### src/rtl/dlx_pkg.sv
// Shared DLX definitions: opcodes, ALU operation codes and the ID/EX control bundle.
package dlx_pkg;

  localparam logic [5:0] OP_RTYPE = 6'h00;
  localparam logic [5:0] OP_MULT  = 6'h01;
  localparam logic [5:0] OP_J     = 6'h02;
  localparam logic [5:0] OP_BEQ   = 6'h04;
  localparam logic [5:0] OP_BNEZ  = 6'h05;
  localparam logic [5:0] OP_ADDI  = 6'h08;
  localparam logic [5:0] OP_ADDUI = 6'h09;
  localparam logic [5:0] OP_SUBI  = 6'h0a;
  localparam logic [5:0] OP_SUBUI = 6'h0b;
  localparam logic [5:0] OP_ANDI  = 6'h0c;
  localparam logic [5:0] OP_ORI   = 6'h0d;
  localparam logic [5:0] OP_XORI  = 6'h0e;
  localparam logic [5:0] OP_LHI   = 6'h0f;
  localparam logic [5:0] OP_JRF   = 6'h12;
  localparam logic [5:0] OP_SLLI  = 6'h14;
  localparam logic [5:0] OP_SRLI  = 6'h16;
  localparam logic [5:0] OP_SRAI  = 6'h17;
  localparam logic [5:0] OP_SEQI  = 6'h18;
  localparam logic [5:0] OP_SNEI  = 6'h19;
  localparam logic [5:0] OP_SLTI  = 6'h1a;
  localparam logic [5:0] OP_SGTI  = 6'h1b;
  localparam logic [5:0] OP_SLEI  = 6'h1c;
  localparam logic [5:0] OP_SGEI  = 6'h1d;
  localparam logic [5:0] OP_LB    = 6'h20;
  localparam logic [5:0] OP_LH    = 6'h21;
  localparam logic [5:0] OP_LW    = 6'h23;
  localparam logic [5:0] OP_LBU   = 6'h24;
  localparam logic [5:0] OP_LHU   = 6'h25;
  localparam logic [5:0] OP_SB    = 6'h28;
  localparam logic [5:0] OP_SH    = 6'h29;
  localparam logic [5:0] OP_SW    = 6'h2b;

  localparam logic [5:0] ALU_SLL  = 6'h04;
  localparam logic [5:0] ALU_SRL  = 6'h06;
  localparam logic [5:0] ALU_SRA  = 6'h07;
  localparam logic [5:0] ALU_NOPJ = 6'h11;
  localparam logic [5:0] ALU_ADD  = 6'h20;
  localparam logic [5:0] ALU_ADDU = 6'h21;
  localparam logic [5:0] ALU_SUB  = 6'h22;
  localparam logic [5:0] ALU_SUBU = 6'h23;
  localparam logic [5:0] ALU_AND  = 6'h24;
  localparam logic [5:0] ALU_OR   = 6'h25;
  localparam logic [5:0] ALU_XOR  = 6'h26;
  localparam logic [5:0] ALU_SEQ  = 6'h28;
  localparam logic [5:0] ALU_SNE  = 6'h29;
  localparam logic [5:0] ALU_SLT  = 6'h2a;
  localparam logic [5:0] ALU_SGT  = 6'h2b;
  localparam logic [5:0] ALU_SLE  = 6'h2c;
  localparam logic [5:0] ALU_SGE  = 6'h2d;

  typedef struct packed {
    logic       regdst;
    logic       branch;
    logic       jump;
    logic       jr;
    logic       memread;
    logic       memtoreg;
    logic       memwrite;
    logic       alusrc;
    logic       regwrite;
    logic [5:0] aluop;
  } ctrl_bundle_t;

  // Immediate ALU forms share one control pattern; only the ALU op differs.
  function automatic ctrl_bundle_t imm_ctrl(input logic [5:0] aluop);
    ctrl_bundle_t c;
    c          = '0;
    c.alusrc   = 1'b1;
    c.memtoreg = 1'b1;
    c.regwrite = 1'b1;
    c.aluop    = aluop;
    return c;
  endfunction

endpackage

### src/rtl/dlx_decode.sv
// Combinational DLX opcode/funct decode into the control bundle, with an
// illegal-opcode flag and a flag saying whether the instruction reads rt.
module dlx_decode
  import dlx_pkg::*;
(
  input  logic [5:0]   opcode,
  input  logic [5:0]   funct,
  output ctrl_bundle_t ctrl,
  output logic         reads_rt,
  output logic         illegal
);

  // Decode table; anything not listed is an all-zero bundle flagged illegal.
  always_comb begin
    ctrl     = '0;
    reads_rt = 1'b0;
    illegal  = 1'b0;
    case (opcode)
      OP_RTYPE, OP_MULT: begin
        ctrl.regdst   = 1'b1;
        ctrl.memtoreg = 1'b1;
        ctrl.regwrite = 1'b1;
        ctrl.aluop    = funct;
        reads_rt      = 1'b1;
      end
      OP_ADDI:  ctrl = imm_ctrl(ALU_ADD);
      OP_ADDUI: ctrl = imm_ctrl(ALU_ADDU);
      OP_SUBI:  ctrl = imm_ctrl(ALU_SUB);
      OP_SUBUI: ctrl = imm_ctrl(ALU_SUBU);
      OP_ANDI:  ctrl = imm_ctrl(ALU_AND);
      OP_ORI:   ctrl = imm_ctrl(ALU_OR);
      OP_XORI:  ctrl = imm_ctrl(ALU_XOR);
      OP_SLLI:  ctrl = imm_ctrl(ALU_SLL);
      OP_SRLI:  ctrl = imm_ctrl(ALU_SRL);
      OP_SRAI:  ctrl = imm_ctrl(ALU_SRA);
      OP_SEQI:  ctrl = imm_ctrl(ALU_SEQ);
      OP_SNEI:  ctrl = imm_ctrl(ALU_SNE);
      OP_SLTI:  ctrl = imm_ctrl(ALU_SLT);
      OP_SGTI:  ctrl = imm_ctrl(ALU_SGT);
      OP_SLEI:  ctrl = imm_ctrl(ALU_SLE);
      OP_SGEI:  ctrl = imm_ctrl(ALU_SGE);
      OP_LB, OP_LH, OP_LW, OP_LBU, OP_LHU, OP_LHI: begin
        ctrl.memread  = 1'b1;
        ctrl.alusrc   = 1'b1;
        ctrl.regwrite = 1'b1;
        ctrl.aluop    = ALU_ADD;
      end
      OP_SB, OP_SH, OP_SW: begin
        ctrl.memwrite = 1'b1;
        ctrl.alusrc   = 1'b1;
        ctrl.aluop    = ALU_ADD;
        reads_rt      = 1'b1;
      end
      OP_BEQ, OP_BNEZ: begin
        ctrl.branch = 1'b1;
        ctrl.aluop  = ALU_SUB;
        reads_rt    = (opcode == OP_BEQ);
      end
      OP_J: begin
        ctrl.jump  = 1'b1;
        ctrl.aluop = ALU_NOPJ;
      end
      OP_JRF: begin
        ctrl.jr    = 1'b1;
        ctrl.aluop = ALU_NOPJ;
      end
      default: illegal = 1'b1;
    endcase
  end

endmodule

### src/rtl/dlx_ctrl_pipe.sv
// Registered DLX control stage: decode, load-use stall, multi-cycle Mult FSM and
// redirect flushes. Define DLX_CTRL_ILLEGAL_TRAP_EN for a sticky illegal-opcode trap.
module dlx_ctrl_pipe
  import dlx_pkg::*;
#(
  parameter int ALUOP_W     = 6,
  parameter int REG_W       = 5,
  parameter int MULT_CYCLES = 4
) (
  input  logic               clk,
  input  logic               rst_n,
  input  logic               id_valid,
  input  logic [5:0]         opcode,
  input  logic [5:0]         funct,
  input  logic [REG_W-1:0]   id_rs,
  input  logic [REG_W-1:0]   id_rt,
  input  logic [REG_W-1:0]   id_rd,
  input  logic               branch_taken,
  input  logic               jump_taken,
  input  logic               jr_taken,
  output logic               stall,
  output logic               if_flush,
  output logic               id_flush,
  output logic               ex_flush,
  output logic               ex_valid,
  output logic               ex_regdst,
  output logic               ex_branch,
  output logic               ex_jump,
  output logic               ex_jr,
  output logic               ex_memread,
  output logic               ex_memtoreg,
  output logic               ex_memwrite,
  output logic               ex_alusrc,
  output logic               ex_regwrite,
  output logic [ALUOP_W-1:0] ex_aluop,
  output logic [REG_W-1:0]   ex_dst,
  output logic               illegal
);

  typedef enum logic {S_IDLE = 1'b0, S_BUSY = 1'b1} mult_state_t;

  localparam logic [3:0] MULT_CNT = 4'(MULT_CYCLES - 1);

  mult_state_t  state_r, state_s;
  logic [3:0]   cnt_r, cnt_s;
  ctrl_bundle_t dec_s, nxt_s;
  logic         dec_rt_s, dec_ill_s;
  logic         redirect_s, busy_s, load_use_s, trap_s, issue_s, mult_go_s;
  logic [ALUOP_W-1:0] nxt_aluop_s;
  logic [REG_W-1:0]   nxt_dst_s;

  dlx_decode u_decode (
    .opcode   (opcode),
    .funct    (funct),
    .ctrl     (dec_s),
    .reads_rt (dec_rt_s),
    .illegal  (dec_ill_s)
  );

  assign redirect_s = branch_taken | jump_taken | jr_taken;
  assign busy_s     = (state_r == S_BUSY);
  assign load_use_s = id_valid & ex_valid & ex_memread & ex_regwrite &
                      (ex_dst != {REG_W{1'b0}}) &
                      ((ex_dst == id_rs) | (dec_rt_s & (ex_dst == id_rt)));
  assign issue_s    = id_valid & ~redirect_s & ~busy_s & ~load_use_s & ~trap_s;
  assign mult_go_s  = issue_s & ~dec_ill_s & (opcode == OP_MULT);

  assign stall    = busy_s | load_use_s | trap_s;
  assign if_flush = redirect_s;
  assign id_flush = redirect_s;
  assign ex_flush = redirect_s;

`ifdef DLX_CTRL_ILLEGAL_TRAP_EN
  logic ill_r;

  // Sticky trap: set when an illegal instruction would have issued.
  always_ff @(posedge clk or negedge rst_n) begin
    if (!rst_n) begin
      ill_r <= 1'b0;
    end else if (issue_s & dec_ill_s) begin
      ill_r <= 1'b1;
    end
  end

  assign trap_s  = ill_r;
  assign illegal = ill_r;
`else
  assign trap_s  = 1'b0;
  assign illegal = id_valid & dec_ill_s;
`endif

  // Mult occupancy FSM; a redirect does not abort an in-flight multiply.
  always_comb begin
    state_s = state_r;
    cnt_s   = cnt_r;
    case (state_r)
      S_IDLE: begin
        if (mult_go_s && (MULT_CYCLES > 1)) begin
          state_s = S_BUSY;
          cnt_s   = MULT_CNT;
        end else begin
          state_s = S_IDLE;
          cnt_s   = 4'd0;
        end
      end
      S_BUSY: begin
        cnt_s = cnt_r - 4'd1;
        if (cnt_r == 4'd1) begin
          state_s = S_IDLE;
        end else begin
          state_s = S_BUSY;
        end
      end
      default: begin
        state_s = S_IDLE;
        cnt_s   = 4'd0;
      end
    endcase
  end

  // FSM state and counter registers.
  always_ff @(posedge clk or negedge rst_n) begin
    if (!rst_n) begin
      state_r <= S_IDLE;
      cnt_r   <= 4'd0;
    end else begin
      state_r <= state_s;
      cnt_r   <= cnt_s;
    end
  end

  // Next bundle: the decode when issuing a legal instruction, otherwise a bubble.
  always_comb begin
    nxt_s     = '0;
    nxt_dst_s = {REG_W{1'b0}};
    if (issue_s && !dec_ill_s) begin
      nxt_s     = dec_s;
      nxt_dst_s = dec_s.regdst ? id_rd : id_rt;
    end else begin
      nxt_s     = '0;
      nxt_dst_s = {REG_W{1'b0}};
    end
  end

  if (ALUOP_W == 6) begin : g_aluop_same
    assign nxt_aluop_s = nxt_s.aluop;
  end else if (ALUOP_W > 6) begin : g_aluop_ext
    assign nxt_aluop_s = {{(ALUOP_W - 6){1'b0}}, nxt_s.aluop};
  end else begin : g_aluop_trunc
    assign nxt_aluop_s = nxt_s.aluop[ALUOP_W-1:0];
  end

  // ID/EX bundle register.
  always_ff @(posedge clk or negedge rst_n) begin
    if (!rst_n) begin
      ex_valid    <= 1'b0;
      ex_regdst   <= 1'b0;
      ex_branch   <= 1'b0;
      ex_jump     <= 1'b0;
      ex_jr       <= 1'b0;
      ex_memread  <= 1'b0;
      ex_memtoreg <= 1'b0;
      ex_memwrite <= 1'b0;
      ex_alusrc   <= 1'b0;
      ex_regwrite <= 1'b0;
      ex_aluop    <= {ALUOP_W{1'b0}};
      ex_dst      <= {REG_W{1'b0}};
    end else begin
      ex_valid    <= issue_s & ~dec_ill_s;
      ex_regdst   <= nxt_s.regdst;
      ex_branch   <= nxt_s.branch;
      ex_jump     <= nxt_s.jump;
      ex_jr       <= nxt_s.jr;
      ex_memread  <= nxt_s.memread;
      ex_memtoreg <= nxt_s.memtoreg;
      ex_memwrite <= nxt_s.memwrite;
      ex_alusrc   <= nxt_s.alusrc;
      ex_regwrite <= nxt_s.regwrite;
      ex_aluop    <= nxt_aluop_s;
      ex_dst      <= nxt_dst_s;
    end
  end

endmodule

### config.mk
export PLATFORM = sky130hd
export DESIGN_NAME = dlx_ctrl_pipe
export DESIGN_NICKNAME = d
export VERILOG_FILES = /design/src/rtl/dlx_pkg.sv /design/src/rtl/dlx_decode.sv /design/src/rtl/dlx_ctrl_pipe.sv
export SDC_FILE = /design/constraint.sdc
export NUM_CORES = 1
export LEC_CHECK = 0
export ABC_AREA = 1
export CORE_MARGIN = 4
export CORE_UTILIZATION = 51
export CTS_CLUSTER_SIZE = 30
export DETAILED_ROUTE_END_ITERATION = 7
export PLACE_DENSITY_LB_ADDON = 0.2
export SYNTH_ARGS = -nofsm -noshare
export SYNTH_HDL_FRONTEND = slang
export SYNTH_HIERARCHICAL = 1
export SYNTH_SLANG_ARGS = --single-unit
### constraint.sdc
create_clock -name clk -period 3.4 [get_ports clk]
set_input_delay 0.51 -clock clk [delete_from_list [all_inputs] [get_ports clk]]
set_output_delay 0.51 -clock clk [all_outputs]
set_load 0.01 [all_outputs]
==> results of run 1 <==
-- Yosys cell counts (all sizes together) (2+ instances only) --
library cell   n
nor2          64
o21ai          3
or2            2
nand2         82
ha             2
nand3         34
nand4          8
o211ai         2
dfrtp         26
buf            5
inv           59
a21oi          9
-- metal layers --
layer / vias to the layer above / GRT usage [%] / share of wire [%]
li1: 1056 / - / -
met1: 907 / 25.0 / 40
met3: 10 / 3.13 / 6.4
met4: 0 / 6.89 / 1.4
met5: - / 0 / 0
met2: 72 / 40.2 / 52
-- flip-flops by register name, summed over array words and instances (netlist names) --
register / count
ex_regdst: 1
ex_jump: 1
cnt_r: 4
busy_s: 1
ex_aluop: 6
ex_memread: 1
ex_alusrc: 1
ex_dst: 5
ex_regwrite: 1
ex_memwrite: 1
ex_memtoreg: 1
ex_branch: 1
ex_valid: 1
ex_jr: 1
-- cell usage in the layout, fill, tap and decap left out, types with 2 or more instances in the layout --
master / synthesis / routed
nand2_1: 81 / 81
clkdlybuf4s50_1: 0 / 56
inv_1: 52 / 52
nor2_1: 38 / 38
nand3_1: 27 / 27
dfrtp_1: 26 / 26
nor2_2: 19 / 19
a21oi_1: 9 / 9
nand4_1: 8 / 8
inv_2: 7 / 7
nor2_4: 7 / 7
nand3_2: 6 / 6
buf_4: 3 / 4
clkbuf_8: 0 / 3
or2_2: 2 / 2
ha_1: 2 / 2
dlymetal6s2s_1: 0 / 2
o21ai_2: 2 / 2
o211ai_1: 2 / 2
-- path summary, 6_finish.rpt --
check,from,slack (ns),end,depth (start not counted)
max,opcode[0],0.21,stall,11
min,cnt_r[2],0.50,cnt_r[2],1
max reg2reg,ex_dst[4],1.88,ex_alusrc,9
min reg2reg,cnt_r[2],0.50,cnt_r[2],1
max in group asynchronous,rst_n,2.53,ex_jump,2
min in group asynchronous,rst_n,0.61,ex_dst[0],2
-- per-stage QoR --
stage	hold WS, ns	util, %	setup slack (ns)	area (um^2)	instances
2_1_floorplan	0.214	-	1.42	2020	305
3_3_place_gp	0.474	70.3	0.224	2630	408
3_5_place_dp	0.488	70.3	0.159	2630	408
6_report	0.499	72.5	0.206	2710	413
5_1_grt	0.525	72.5	0.0305	2710	413
4_1_cts	0.500	72.2	0.153	2700	412
-- what timing repair did --
action,CTS,global route
hold buffers,0,0
setup buffers,0,1
setup endpoints to repair,0,1
gates resized for setup,0,2
-- cells by family after synthesis --
kind of cell               Yosys count
buffers and inverters               65
DFF                                 26
adders and majority gates            2
and+or+nand+nor                    194
xor gates and xnor gates             1
AOI/OAI and AO/OA                   17
-- area by class of cell --
cell class / count / area share [%]
multi-input combinational: 214 / 40.3
sequential: 26 / 24.0
timing repair buffer: 62 / 22.7
inverter: 59 / 8.16
tap: 48 / 2.21
clock buffer: 3 / 1.52
clock inverter: 1 / 1.11
-- power by group --
group / internal, mW / switching [mW]
registers: 0.312 / 0.00243
clock network: 0.157 / 0.0973
logic: 0.0740 / 0.0910
total: 0.543 / 0.191
-- critical path: cells and delay by family --
kind            cells  cell delay, ns
compound gates      1            0.21
buf+inv             2            1.06
simple gates        8            0.91
==> summary.txt, run 1 <==
Synth top area share = 32.3%
root buffer cell = clkbuf_8
critical path arrival = 2.68 ns
post-synthesis adder-cell area fraction = 1.24%
core footprint = 0.00374 mm^2
layout cells sized above 1 = 14.8%
Compound-Gate Fraction of Synth Area = 5.28%
largest net degree at the start of global routing = 27
syn avg cell area = 6.61 um^2
Post-DP HPWL = 4.14 mm
I/O Buffers = 58
Max stage delay on crit path = 0.53 ns
Rows = 22
xor/xnor share of the synthesized area = 0.435%
Area Overhead vs Synth = 34.6%
post-synthesis sequential area ratio = 32.3%
fmax = 313 MHz
Slew @ Worst Pin = 0.575 ns
minimum clock period = 3.19 ns
Worst-path clk slew = 0.09 ns
Pwr Total = 734 uW
number of max-cap violations = 0
Crit path required time = 2.89 ns
global-route wire length before repair = 8.75 mm
initial DRC count = 164
kind of critical path = in2out
Relative slew margins = 61.6%
status = complete, no violations
setup TNS = 0 ns
EDFF count, synth = 0
I/O Pins = 59
vias in the first global route = 1997
Clk Latency, worst-skew pair = 0.27 ns
synth warn = 6
Fin. Hold Viols = 0
first-pass iteration count of the detailed router = 4
Worst path slowest cell = clkdlybuf4s50_1
CTS max path bufs = 2
post-synthesis cell area = 0.00202 mm^2
routed len/inst = 12.5 um
Mapped Cells = 305
Max VDD drop = 0.227 mV
GRT Util Overall = 21.5%
Synth Area in Simple Gates = 47.4%
routed vias = 2045
Final Max Slew Viols = 0
Horiz. Die Dim = 70.9 um
largest family of logic cells by synthesized area = simple AND/OR/NAND/NOR gates
leakage power = 1.42 nW
Initial Utilization = 53.8%
ANT cells = 0
via/cell ratio = 4.95
Register Area = 651 um^2
Worst setup SP type = input pin
top cells by area, synth = dfrtp_1 (32%), nand2_1 (15%), inv_1 (9.7%)
fin crit share = 93.9%
#FFs+latches synth = 26
# fillers = 329
die area = 0.00502 mm^2
clk sinks = 26
Die Y = 70.9 um
Multi-input gate area = 0.00109 mm^2
cell accounting for the most synthesized area = dfrtp_1
global route overflow = 0
post-synthesis mux area share = 0%
predominant post-synthesis flop cell = dfrtp_1
Worst Skew = 0.00410 ns
most frequent CP cell = nand2_1
CTS tree = done
Synth cell types = 29
total CTS buffers = 3
initial antenna violation count = 0
Crit. End Element = primary output
CP Max Fanout = 6
NumNets Final = 401
H-tree depth = 1
FFs w/ async S/R, synth = 100%
worst hold-check path type = reg2reg
final setup fails = 0
RSZ-0062 raised after global routing = false
post-route ant nets = 0
worst path cell trace = clkdlybuf4s50_1 > nor2_2 > nand2_1 > o211ai_1 > nand2_1 > nor2_1 > nand3_1 > nand2_1 > nand2_2 > nand2_1 > clkdlybuf4s50_1
# DRC = 0
syn nets = 340
gpl congestion = 0.960
PD cells = 271 mW/mm^2
Routed WL = 5.18 mm
Power figures use the tool's default switching activity.
==> inputs of run 2 (changes only) <==
--- a/config.mk
+++ b/config.mk
@@ -6,7 +6,6 @@
 export NUM_CORES = 1
 export LEC_CHECK = 0
 export ABC_AREA = 1
-export CORE_MARGIN = 4
 export CORE_UTILIZATION = 51
 export CTS_CLUSTER_SIZE = 30
 export DETAILED_ROUTE_END_ITERATION = 7
==> summary.txt, run 2 (synthesis results as in run 1) <==
status = complete, no violations (unchanged)
Crit. End Element = primary output (unchanged)
# fillers = 326 (was 329)
registers with the most flip-flops = ex_aluop x6, ex_dst x5, cnt_r x4 (unchanged)
CTS max path bufs = 2 (unchanged)
Hold Path Cell Cnt = 1 (unchanged)
critical path arrival = 2.75 ns (was 2.68 ns)
I/O Pins = 59 (unchanged)
Worst-path clk slew = 0.09 ns (about the same)
Pwr Total = 736 uW (was 734 uW)
I/O Buffers = 58 (unchanged)
routed len/inst = 12.3 um (was 12.5 um)
worst path cell trace = clkdlybuf4s50_1 > inv_1 > nor2_1 > nand2_1 > o211ai_1 > nand2_1 > nor2_1 > nand3_1 > nand2_1 > nand2_2 > nand2_1 > clkdlybuf4s50_1 (was clkdlybuf4s50_1 > nor2_2 > nand2_1 > o211ai_1 > nand2_1 > nor2_1 > nand3_1 > nand2_1 > nand2_2 > nand2_1 > clkdlybuf4s50_1)
gpl congestion = 0.967 (was 0.960)
Initial Utilization = 54.2% (was 53.8%)
first-pass iteration count of the detailed router = 4 (unchanged)
minimum clock period = 3.26 ns (was 3.19 ns)
post-route ant nets = 0 (unchanged)
most frequent CP cell = nand2_1 (unchanged)
Final Max Slew Viols = 0 (unchanged)
Hold Crit Endpoint = cnt_r[2] (unchanged)
die area = 0.00421 mm^2 (was 0.00502 mm^2)
CP Max Fanout = 6 (unchanged)
r2r setup slk = 1.87 ns (was 1.88 ns)
most frequent cells in the layout = nand2_1 (81), clkdlybuf4s50_1 (58), inv_1 (52) (was nand2_1 (81), clkdlybuf4s50_1 (56), inv_1 (52))
Relative slew margins = 62.4% (was 61.6%)
worst hold-check path type = reg2reg (unchanged)
fin crit share = 95.9% (was 93.9%)
ANT cells = 0 (unchanged)
dpl cells = 409 (was 408)
HP Start = cnt_r[2] (unchanged)
Setup WS pre-CTS = 0.155 ns (was 0.159 ns)
leakage power = 1.42 nW (about the same)
max FFs per register = 6 (unchanged)
Max VDD drop = 0.158 mV (was 0.227 mV)
r2r startpoint = ex_dst[4] (unchanged)
hold_ws = 0.516 ns (was 0.499 ns)
# DRC = 0 (unchanged)
Worst Skew = 0.00158 ns (was 0.00410 ns)
total CTS buffers = 3 (unchanged)
Area Overhead vs Synth = 35.9% (was 34.6%)
Horiz. Die Dim = 64.9 um (was 70.9 um)
RSZ-0062 raised after global routing = false (unchanged)
initial antenna violation count = 0 (unchanged)
Routed WL = 5.12 mm (was 5.18 mm)
largest net degree at the start of global routing = 27 (unchanged)
clk sinks = 26 (unchanged)
Top reg by flops = ex_aluop (unchanged)
global route overflow = 0 (unchanged)
commonest non-fill, non-tap cell in the layout = nand2_1 (unchanged)
Post-DP HPWL = 4.09 mm (was 4.14 mm)
vias in the first global route = 1905 (was 1997)
Rows = 22 (unchanged)
final worst slack = 0.138 ns (was 0.206 ns)
routed vias = 2061 (was 2045)
Crit path required time = 2.89 ns (about the same)
via/cell ratio = 4.94 (was 4.95)
Worst R2R Path Depth = 9 (unchanged)
layout cells sized above 1 = 15.7% (was 14.8%)
final non-filler cell total = 417 (was 413)
number of max-cap violations = 0 (unchanged)
Worst path slowest cell = clkdlybuf4s50_1 (unchanged)
fmax = 307 MHz (was 313 MHz)
Die Y = 64.9 um (was 70.9 um)
NumNets Final = 405 (was 401)
Clk Latency, worst-skew pair = 0.27 ns (about the same)
Worst setup SP type = input pin (unchanged)
setup TNS = 0 ns (unchanged)
root buffer cell = clkbuf_8 (unchanged)
core footprint = 0.00372 mm^2 (was 0.00374 mm^2)
Fin. Hold Viols = 0 (unchanged)
Slew @ Worst Pin = 0.563 ns (was 0.575 ns)
H-tree depth = 1 (unchanged)
Max stage delay on crit path = 0.60 ns (was 0.53 ns)
kind of critical path = in2out (unchanged)
global-route wire length before repair = 8.33 mm (was 8.75 mm)
PD cells = 269 mW/mm^2 (was 271 mW/mm^2)
initial DRC count = 118 (was 164)
GRT Util Overall = 25.8% (was 21.5%)
r2r endpoint = ex_regdst (was ex_alusrc)
CTS tree = done (unchanged)
final setup fails = 0 (unchanged)
-- run 2: cell count changes in the layout (fill, tap and decap cells not counted) --
cell,change
buf_4,+4
dlymetal6s2s_1,-2
clkdlybuf4s50_1,+2
-- run 2: worst max-delay path by stage --
| stage | depth (start not counted) | from | endpoint |
|---|---|---|---|
| 6_report | 12 | opcode[2] | stall |
| 5_1_grt | 14 | opcode[3] | illegal |
| 4_1_cts | 12 | opcode[2] | stall |
| 3_5_place_dp | 12 | opcode[2] | stall |
| 3_3_place_gp | 12 | opcode[2] | stall |
| 2_1_floorplan | 10 | opcode[4] | stall |
-- run 2: final cells by class --
cell class / count / area (um^2) / area share [%]
inverters: 59 / 221 / 8.09
clock inverters: 1 / 30.0 / 1.10
multi-input cells: 214 / 1090 / 40.0
flip-flops and latches: 26 / 651 / 23.8
well taps: 48 / 60.1 / 2.19
repair buffers: 66 / 641 / 23.4
clock buffers: 3 / 41.3 / 1.51
-- run 2: per-layer routing --
| layer | part of all wire, % | vias to the layer above | global-route usage, % | routed length (um) |
|---|---|---|---|---|
| met2 | 50 | 63 | 47.9 | 2550 |
| met5 | 0 | - | 0 | 0 |
| met1 | 43 | 928 | 31.5 | 2220 |
| li1 | - | 1064 | - | - |
| met3 | 5.8 | 6 | 3.70 | 296 |
| met4 | 1.1 | 0 | 4.17 | 56 |
-- run 2: report_power, final --
part	switching, mW	leakage (nW)	internal (mW)
Clock	0.0957	0.0357	0.157
Sequential	0.00245	0.363	0.312
Combinational	0.0919	1.03	0.0765
-- run 2: critical path, delay by kind of cell --
kind | cells | cell delay [ns]
buffers and inverters | 3 | 1.24
AND/OR/NAND/NOR | 8 | 0.81
AO/OA/AOI/OAI | 1 | 0.21
-- run 2: stage by stage --
stage	utilization, %	area [um^2]
3_3_place_gp	71.0	2640
4_1_cts	72.9	2710
2_1_floorplan	-	2020
6_report	73.7	2740
3_5_place_dp	71.0	2640
5_1_grt	73.7	2740
-- run 2: what timing repair did --
item                                    4_1_cts  5_1_grt
endpoints found under the setup margin        0        1
buffers inserted                              0        4
hold buffers                                  0        0
resized for setup                             0        0
